File: src/rtl/mp_add_seq.sv
// Sequential multi-precision adder: one 64-bit limb per cycle, carry kept in a register.
// Optional signed-overflow output ovf is built when MP_ADD_OVF_FLAG_EN is defined.
module mp_add_seq #(
  parameter int LIMBS = 4
) (
  input  logic                  clk,
  input  logic                  rst,
  input  logic                  in_valid,
  output logic                  in_ready,
  input  logic [64*LIMBS-1:0]   a,
  input  logic [64*LIMBS-1:0]   b,
  input  logic                  cin,
  output logic                  out_valid,
  input  logic                  out_ready,
  output logic [64*LIMBS-1:0]   sum,
  output logic                  cout,
`ifdef MP_ADD_OVF_FLAG_EN
  output logic                  ovf,
`endif
  output logic                  busy
);

  localparam int W  = 64 * LIMBS;
  localparam int IW = $clog2(LIMBS);

  // Handshakes: a transfer happens on an edge where valid && ready; in_ready is
  // high only in IDLE, out_valid only in DONE, and rst overrides both.
  typedef enum logic [1:0] {IDLE, RUN, DONE} state_t;

  state_t         state_q, state_d;
  logic [W-1:0]   a_q, a_d, b_q, b_d, sum_q, sum_d;
  logic [IW-1:0]  idx_q, idx_d;
  logic           carry_q, carry_d, cout_q, cout_d, ovf_q, ovf_d;

  logic [W-1:0]   a_sh, b_sh;
  logic [63:0]    a_limb, b_limb;
  logic [64:0]    limb_sum;
  logic           last_limb;

  assign a_sh      = a_q >> {idx_q, 6'd0};
  assign b_sh      = b_q >> {idx_q, 6'd0};
  assign a_limb    = a_sh[63:0];
  assign b_limb    = b_sh[63:0];
  assign limb_sum  = {1'b0, a_limb} + {1'b0, b_limb} + {64'd0, carry_q};
  assign last_limb = (idx_q == IW'(LIMBS - 1));

  always_comb begin
    state_d = state_q;
    a_d     = a_q;
    b_d     = b_q;
    sum_d   = sum_q;
    idx_d   = idx_q;
    carry_d = carry_q;
    cout_d  = cout_q;
    ovf_d   = ovf_q;
    unique case (state_q)
      IDLE: begin
        if (in_valid) begin
          a_d     = a;
          b_d     = b;
          carry_d = cin;
          idx_d   = '0;
          state_d = RUN;
        end
      end
      RUN: begin
        for (int i = 0; i < LIMBS; i++) begin
          if (idx_q == IW'(i)) sum_d[i*64 +: 64] = limb_sum[63:0];
        end
        carry_d = limb_sum[64];
        idx_d   = idx_q + 1'b1;
        if (last_limb) begin
          cout_d  = limb_sum[64];
          // Carry into the top bit is a^b^s at bit 63 of the top limb.
          ovf_d   = a_limb[63] ^ b_limb[63] ^ limb_sum[63] ^ limb_sum[64];
          idx_d   = '0;
          state_d = DONE;
        end
      end
      DONE: begin
        if (out_ready) state_d = IDLE;
      end
      default: state_d = IDLE;
    endcase
  end

  always_ff @(posedge clk) begin
    if (rst) begin
      state_q <= IDLE;
      a_q     <= '0;
      b_q     <= '0;
      sum_q   <= '0;
      idx_q   <= '0;
      carry_q <= 1'b0;
      cout_q  <= 1'b0;
      ovf_q   <= 1'b0;
    end else begin
      state_q <= state_d;
      a_q     <= a_d;
      b_q     <= b_d;
      sum_q   <= sum_d;
      idx_q   <= idx_d;
      carry_q <= carry_d;
      cout_q  <= cout_d;
      ovf_q   <= ovf_d;
    end
  end

  assign in_ready  = (state_q == IDLE);
  assign out_valid = (state_q == DONE);
  assign busy      = (state_q == RUN);
  assign sum       = sum_q;
  assign cout      = cout_q;

`ifdef MP_ADD_OVF_FLAG_EN
  assign ovf = ovf_q;
`else
  logic unused_ovf;
  assign unused_ovf = ovf_q;
`endif

endmodule

File: config.mk
export PLATFORM = sky130hd
export DESIGN_NAME = mp_add_seq
export DESIGN_NICKNAME = d
export VERILOG_FILES = /design/src/rtl/mp_add_seq.sv
export SDC_FILE = /design/constraint.sdc
export NUM_CORES = 2
export LEC_CHECK = 0
export BUFFER_PORTS_ARGS = -buffer_cell sky130_fd_sc_hd__buf_2
export CAP_MARGIN = 20
export CELL_PAD_IN_SITES_DETAIL_PLACEMENT = 0
export CELL_PAD_IN_SITES_GLOBAL_PLACEMENT = 2
export CORE_MARGIN = 2
export CORE_UTILIZATION = 31
export CTS_CLUSTER_DIAMETER = 50
export DETAILED_ROUTE_END_ITERATION = 8
export HOLD_SLACK_MARGIN = 0.03
export PLACE_DENSITY_LB_ADDON = 0.05
export SETUP_SLACK_MARGIN = 0.4
export SLEW_MARGIN = 25
export SYNTH_ARGS = -nofsm -noshare
export SYNTH_HDL_FRONTEND = slang
export SYNTH_SLANG_ARGS = --single-unit
File: constraint.sdc
create_clock -name clk -period 5.7 [get_ports clk]
set_clock_uncertainty 0.1 [all_clocks]
set_input_delay 1.14 -clock clk [delete_from_list [all_inputs] [get_ports clk]]
set_output_delay 1.14 -clock clk [all_outputs]
set_load 0.01 [all_outputs]
Word-level counts from Yosys, hierarchy flattened --
Cells that the tools add are included.
Operators by class: reduce and logical (&&, ||, !) cells 10, equality and inequality tests 8, shift-type cells 2, add/subtract/negate cells 3, multiplexer cells 9
Operators with widths (count):
- 256-bit by 8-bit right shift with 64-bit output | 2
- 64-bit by 64-bit adder with 65-bit output | 1
- 65-bit by 1-bit adder with 65-bit output | 1
- 2-bit AND reduction | 6
- 2-bit two-way mux | 5
- 2-bit == test, second input constant | 3
- 2-bit case mux with 3 select lines | 1
- 2-bit by 1-bit == test with 1-bit output, second input constant | 2
- 2-bit logical NOT | 2
- 2-bit by 1-bit inequality test with 1-bit output, second input constant | 2
- 2-bit case mux with 2 select lines | 1
- 3-bit AND reduction | 1
- 2-bit by 1-bit adder with 2-bit output, second input constant | 1
- 2-bit inequality test, second input constant | 1
- 1-bit case mux with 2 select lines | 1
- 2-bit nonzero test | 1
- 1-bit two-way mux | 1
Storage, ports and cells: output and inout port bits 260, bits in registers 774, input port bits 517

Logic depth before layout (Yosys ltp) --
word-level depth 4, depth in mapped cells 17, mapped depth without buffers 12

Least setup slack after synthesis --
OpenSTA, ideal clock, no wires.
path kind register to register, start point register idx_q[1], end point register sum_q[116], in the netlist sum[116], slack 1.256 ns, arrival time 4.217 ns, stages on the path, launching flop included 16, path buffers 3, setup time 0.127 ns, required time 5.473 ns, clock period less this slack 4.444 ns, path through dfxtp_1 > clkbuf_1 > clkbuf_1 > clkbuf_1 > mux4_2 > fa_1 > fa_1 > a211oi_1 > o31ai_4 > nand4_4 > a2111oi_4 > nor3_2 > o21ai_1 > a21oi_1 > xor2_1 > o21ai_0
Between the ends: longest elaborated chain between the ends 3
Ends and longest elaborated chain:
- from (decl) | line 32 | logic [IW-1:0] idx_q, idx_d;
- from (signal assigned) | line 102 | idx_q <= idx_d;
- 256-bit by 8-bit right shift with 64-bit output, on equally long branches | line 40, 41
- 64-bit by 64-bit adder with 65-bit output | line 44 | assign limb_sum = {1'b0, a_limb} + {1'b0, b_limb} + {64'd0, carry_q};
- 65-bit by 1-bit adder with 65-bit output | line 44
- to (signal assigned) | line 101 | sum_q <= sum_d;
- to (decl) | line 31 | logic [W-1:0] a_q, a_d, b_q, b_d, sum_q, sum_d;
Parallel ways exist; a longest one is shown, timed or not. A chain may end at the register's enable or synchronous reset.

Worst setup path in the final report --
start point register idx_q[1], end point register sum_q[61], in the netlist sum[61]
Same word-level chain as after synthesis.

==> metrics.txt <==
All-Layer GR Usage=25.0%; vias in the first global route=30900; Inst Count DP=6072; Logic pwr share=12.9%; DRC Markers=0; asr flop ratio synth=0%; power per cell area=354 mW/mm2; outcome=finished clean; setup TNS=0 ns; first-pass GRT wire length=208000 um; EDFF count, synth=0; hold buffer count at CTS=0; worst-skew pair later-pin latency=0.71 ns; crit path max fanout=23; IO Port Bufs=776; sequential area share after synthesis=45.7%; die span in y=335 um; Detailed Route WL=146000 um; fin crit period=4.75 ns; Slew Viols, Final=0; pin count of the biggest net entering global routing=158; Synth Area per Inst=8.20 um2; number of iterations in the first detailed-routing pass=5; unrepaired setup endpoints after global routing=no; Slew headroom=26.6%; die area=0.112 mm2; Place WS=0.895 ns; Setup Viol. Count Final=0; Final Hold Viols=0; most common cell after layout, fill and taps aside=nand2_1; Mapped Area=0.0339 mm2; vias per inst=5.07; Placer Congestion=0.852; row count=121; P_int=0.0111 W; gr ovfl total=0; worst-case reg-to-reg path depth=12; reg2reg end=sum[61]; DR iter-0 viols=2281; synthesis-to-layout area growth=27.4%; routed vias=31900; die extent in x=335 um; post_cts resized=0; Yosys cell types=71; Seq cells post-synth=774; Final period util=83.2%; Post-CTS Setup Bufs=0; Max IR drop VDD=0.000230 V; initial antenna violation count=36; Net Sw Power=0.00420 W; Crit. Startpoint=idx_q[1]; Clock power frac=49.0%; Max Root-Sink Buffers=3; LEAKAGE=17.5 nW; core footprint=0.109 mm2; hold path cells=2; Peak Freq=211 MHz; Critical Path RT=6.19 ns; Cells after Synth=4136; TritonCTS Buffers=111; DP HPWL=108000 um; DR WL/cell=23.1 um; Core Util, Final=39.7%; critical path class=reg2reg; most frequent cells in the layout=nand2_1 (1421), buf_2 (775), dfxtp_1 (772); hold path startpoint=sum[206]; CTS Sinks=774; switching part of the total=27.5%; YS warnings=0; Critical Path End Type=flip-flop; worst-margin pin slew=1.09 ns; Nets=5357; R2R Path Start=idx_q[1]; top-level I/O count=777; H-Tree Depth=3; final instance count without filler cells=6291; Initial Util=31.2%; Max-Cap Viols=0; post-route worst setup slack=0.955 ns; Synth Flop Type=dfxtp_1; CP Launch Type=flip-flop; R2R Setup Slk=0.95 ns; post-route ant nets=0; Hold Crit Class=reg2reg; Mapped Nets=4722; fraction of layout cells with a size suffix above 1=24.7%; clk root buf=clkbuf_16; CP Data Arrival Time=5.24 ns; Worst-path clk slew=0.06 ns; CTS tree=yes; worst hold endpoint=sum[206]; Sequential Power Share=38.1%
## metal layers
| layer | track usage, % | vias to the layer above | share of wire [%] |
|---|---|---|---|
| li1 | - | 15500 | - |
| met5 | 0 | - | 0.15 |
| met3 | 5.52 | 221 | 6.4 |
| met4 | 7.17 | 36 | 2.8 |
| met1 | 34.6 | 15300 | 46 |
| met2 | 38.8 | 918 | 45 |
## sequential cells by signal, indices dropped and copies added (netlist names)
signal   cells
a_q        256
b_q        256
sum        256
idx_q        2
state_q      2
carry_q      1
cout         1
## logic make-up after synthesis
family / after synthesis / share of synthesized area (%)
AOI/OAI and AO/OA: 1027 / 16.5
xor gates and xnor gates: 49 / 1.27
adders and majority gates: 69 / 2.59
buffers and inverters: 339 / 3.83
DFF: 774 / 45.7
muxes: 136 / 8.74
and+or+nand+nor: 1742 / 21.3
## per-stage QoR
stage	hold WS (ns)	cell area (um2)	power, W
after detailed placement	0.344	39100	0.00792
after CTS	0.351	43200	0.0154
final	0.350	43200	0.0153
after global placement	0.340	39100	0.00792
after floorplan	0.333	33900	0.00699
after global routing	0.366	43200	0.0159
## critical path, cell delays in order (launching register included)
cell and delay (ns):
dfxtp_4 0.62, buf_4 0.53, mux4_2 0.58, ha_1 0.54, a21oi_1 0.38, o21bai_1 0.13
a21oi_1 0.22, o31ai_1 0.11, a221o_1 0.35, a21o_1 0.18, a31oi_2 0.48, nor4_1 0.11
a211o_1 0.30
## power groups by stage
stage | combinational, W | sequential (W) | clock, W
finish | 0.00197 | 0.00583 | 0.00748
global route | 0.00213 | 0.00585 | 0.00786
CTS | 0.00198 | 0.00583 | 0.00764
detailed placement | 0.00197 | 0.00594 | 0
global placement | 0.00197 | 0.00594 | 0
floorplan | 0.00110 | 0.00590 | 0
## cell type report
cell class              instances  area [um2]
well taps                    1414        1770
repair buffers                841        4590
flip-flops and latches        774       15500
multi-input cells            3023       17100
clock buffers                 140        3090
inverters                      20        75.1
clock inverters                68         988
fillers                     11400       65500
diodes                         11        27.5
## how the worst max path moves through the flow
stage | cells after the start | end
3_5_place_dp | 12 | sum[243]
4_1_cts | 12 | sum[243]
6_report | 12 | sum[61]
2_1_floorplan | 15 | sum[116]
5_1_grt | 12 | sum[101]
3_3_place_gp | 12 | sum[51]
## synthesized netlist by cell type, types with 3 or more instances
| library cell | number | area share (%) |
|---|---|---|
| ha_1 | 67 | 2.5 |
| and3_1 | 13 | 0.24 |
| nand3_1 | 23 | 0.34 |
| o21ai_0 | 107 | 1.6 |
| clkbuf_1 | 291 | 3.2 |
| or4_1 | 5 | 0.11 |
| xnor2_1 | 30 | 0.77 |
| nand2_1 | 1426 | 16 |
| mux4_2 | 128 | 8.5 |
| a21o_1 | 22 | 0.49 |
| or3_1 | 8 | 0.15 |
| o21a_1 | 5 | 0.11 |
| dfxtp_1 | 774 | 46 |
| mux2i_1 | 8 | 0.24 |
| inv_1 | 20 | 0.22 |
| nor4_1 | 14 | 0.26 |
| nand2b_1 | 14 | 0.26 |
| o31ai_1 | 5 | 0.11 |
| nand4_1 | 25 | 0.46 |
| xor2_1 | 19 | 0.49 |
| buf_1 | 16 | 0.18 |
| a211o_1 | 10 | 0.26 |
| nor3_1 | 39 | 0.58 |
| nor3b_1 | 10 | 0.22 |
| nor2_1 | 70 | 0.77 |
| a31oi_1 | 21 | 0.39 |
| o211ai_1 | 4 | 0.089 |
| nand3b_1 | 65 | 1.4 |
| o21bai_1 | 13 | 0.29 |
| a211oi_1 | 29 | 0.64 |
| or2_2 | 3 | 0.055 |
| and2_1 | 9 | 0.17 |
| o21ai_2 | 5 | 0.13 |
| buf_2 | 9 | 0.13 |
| nor2b_1 | 6 | 0.11 |
| and4_1 | 5 | 0.13 |
| o21ai_1 | 11 | 0.16 |
| a21oi_1 | 766 | 11 |
Note: power is estimated with default switching activity, not from simulation.
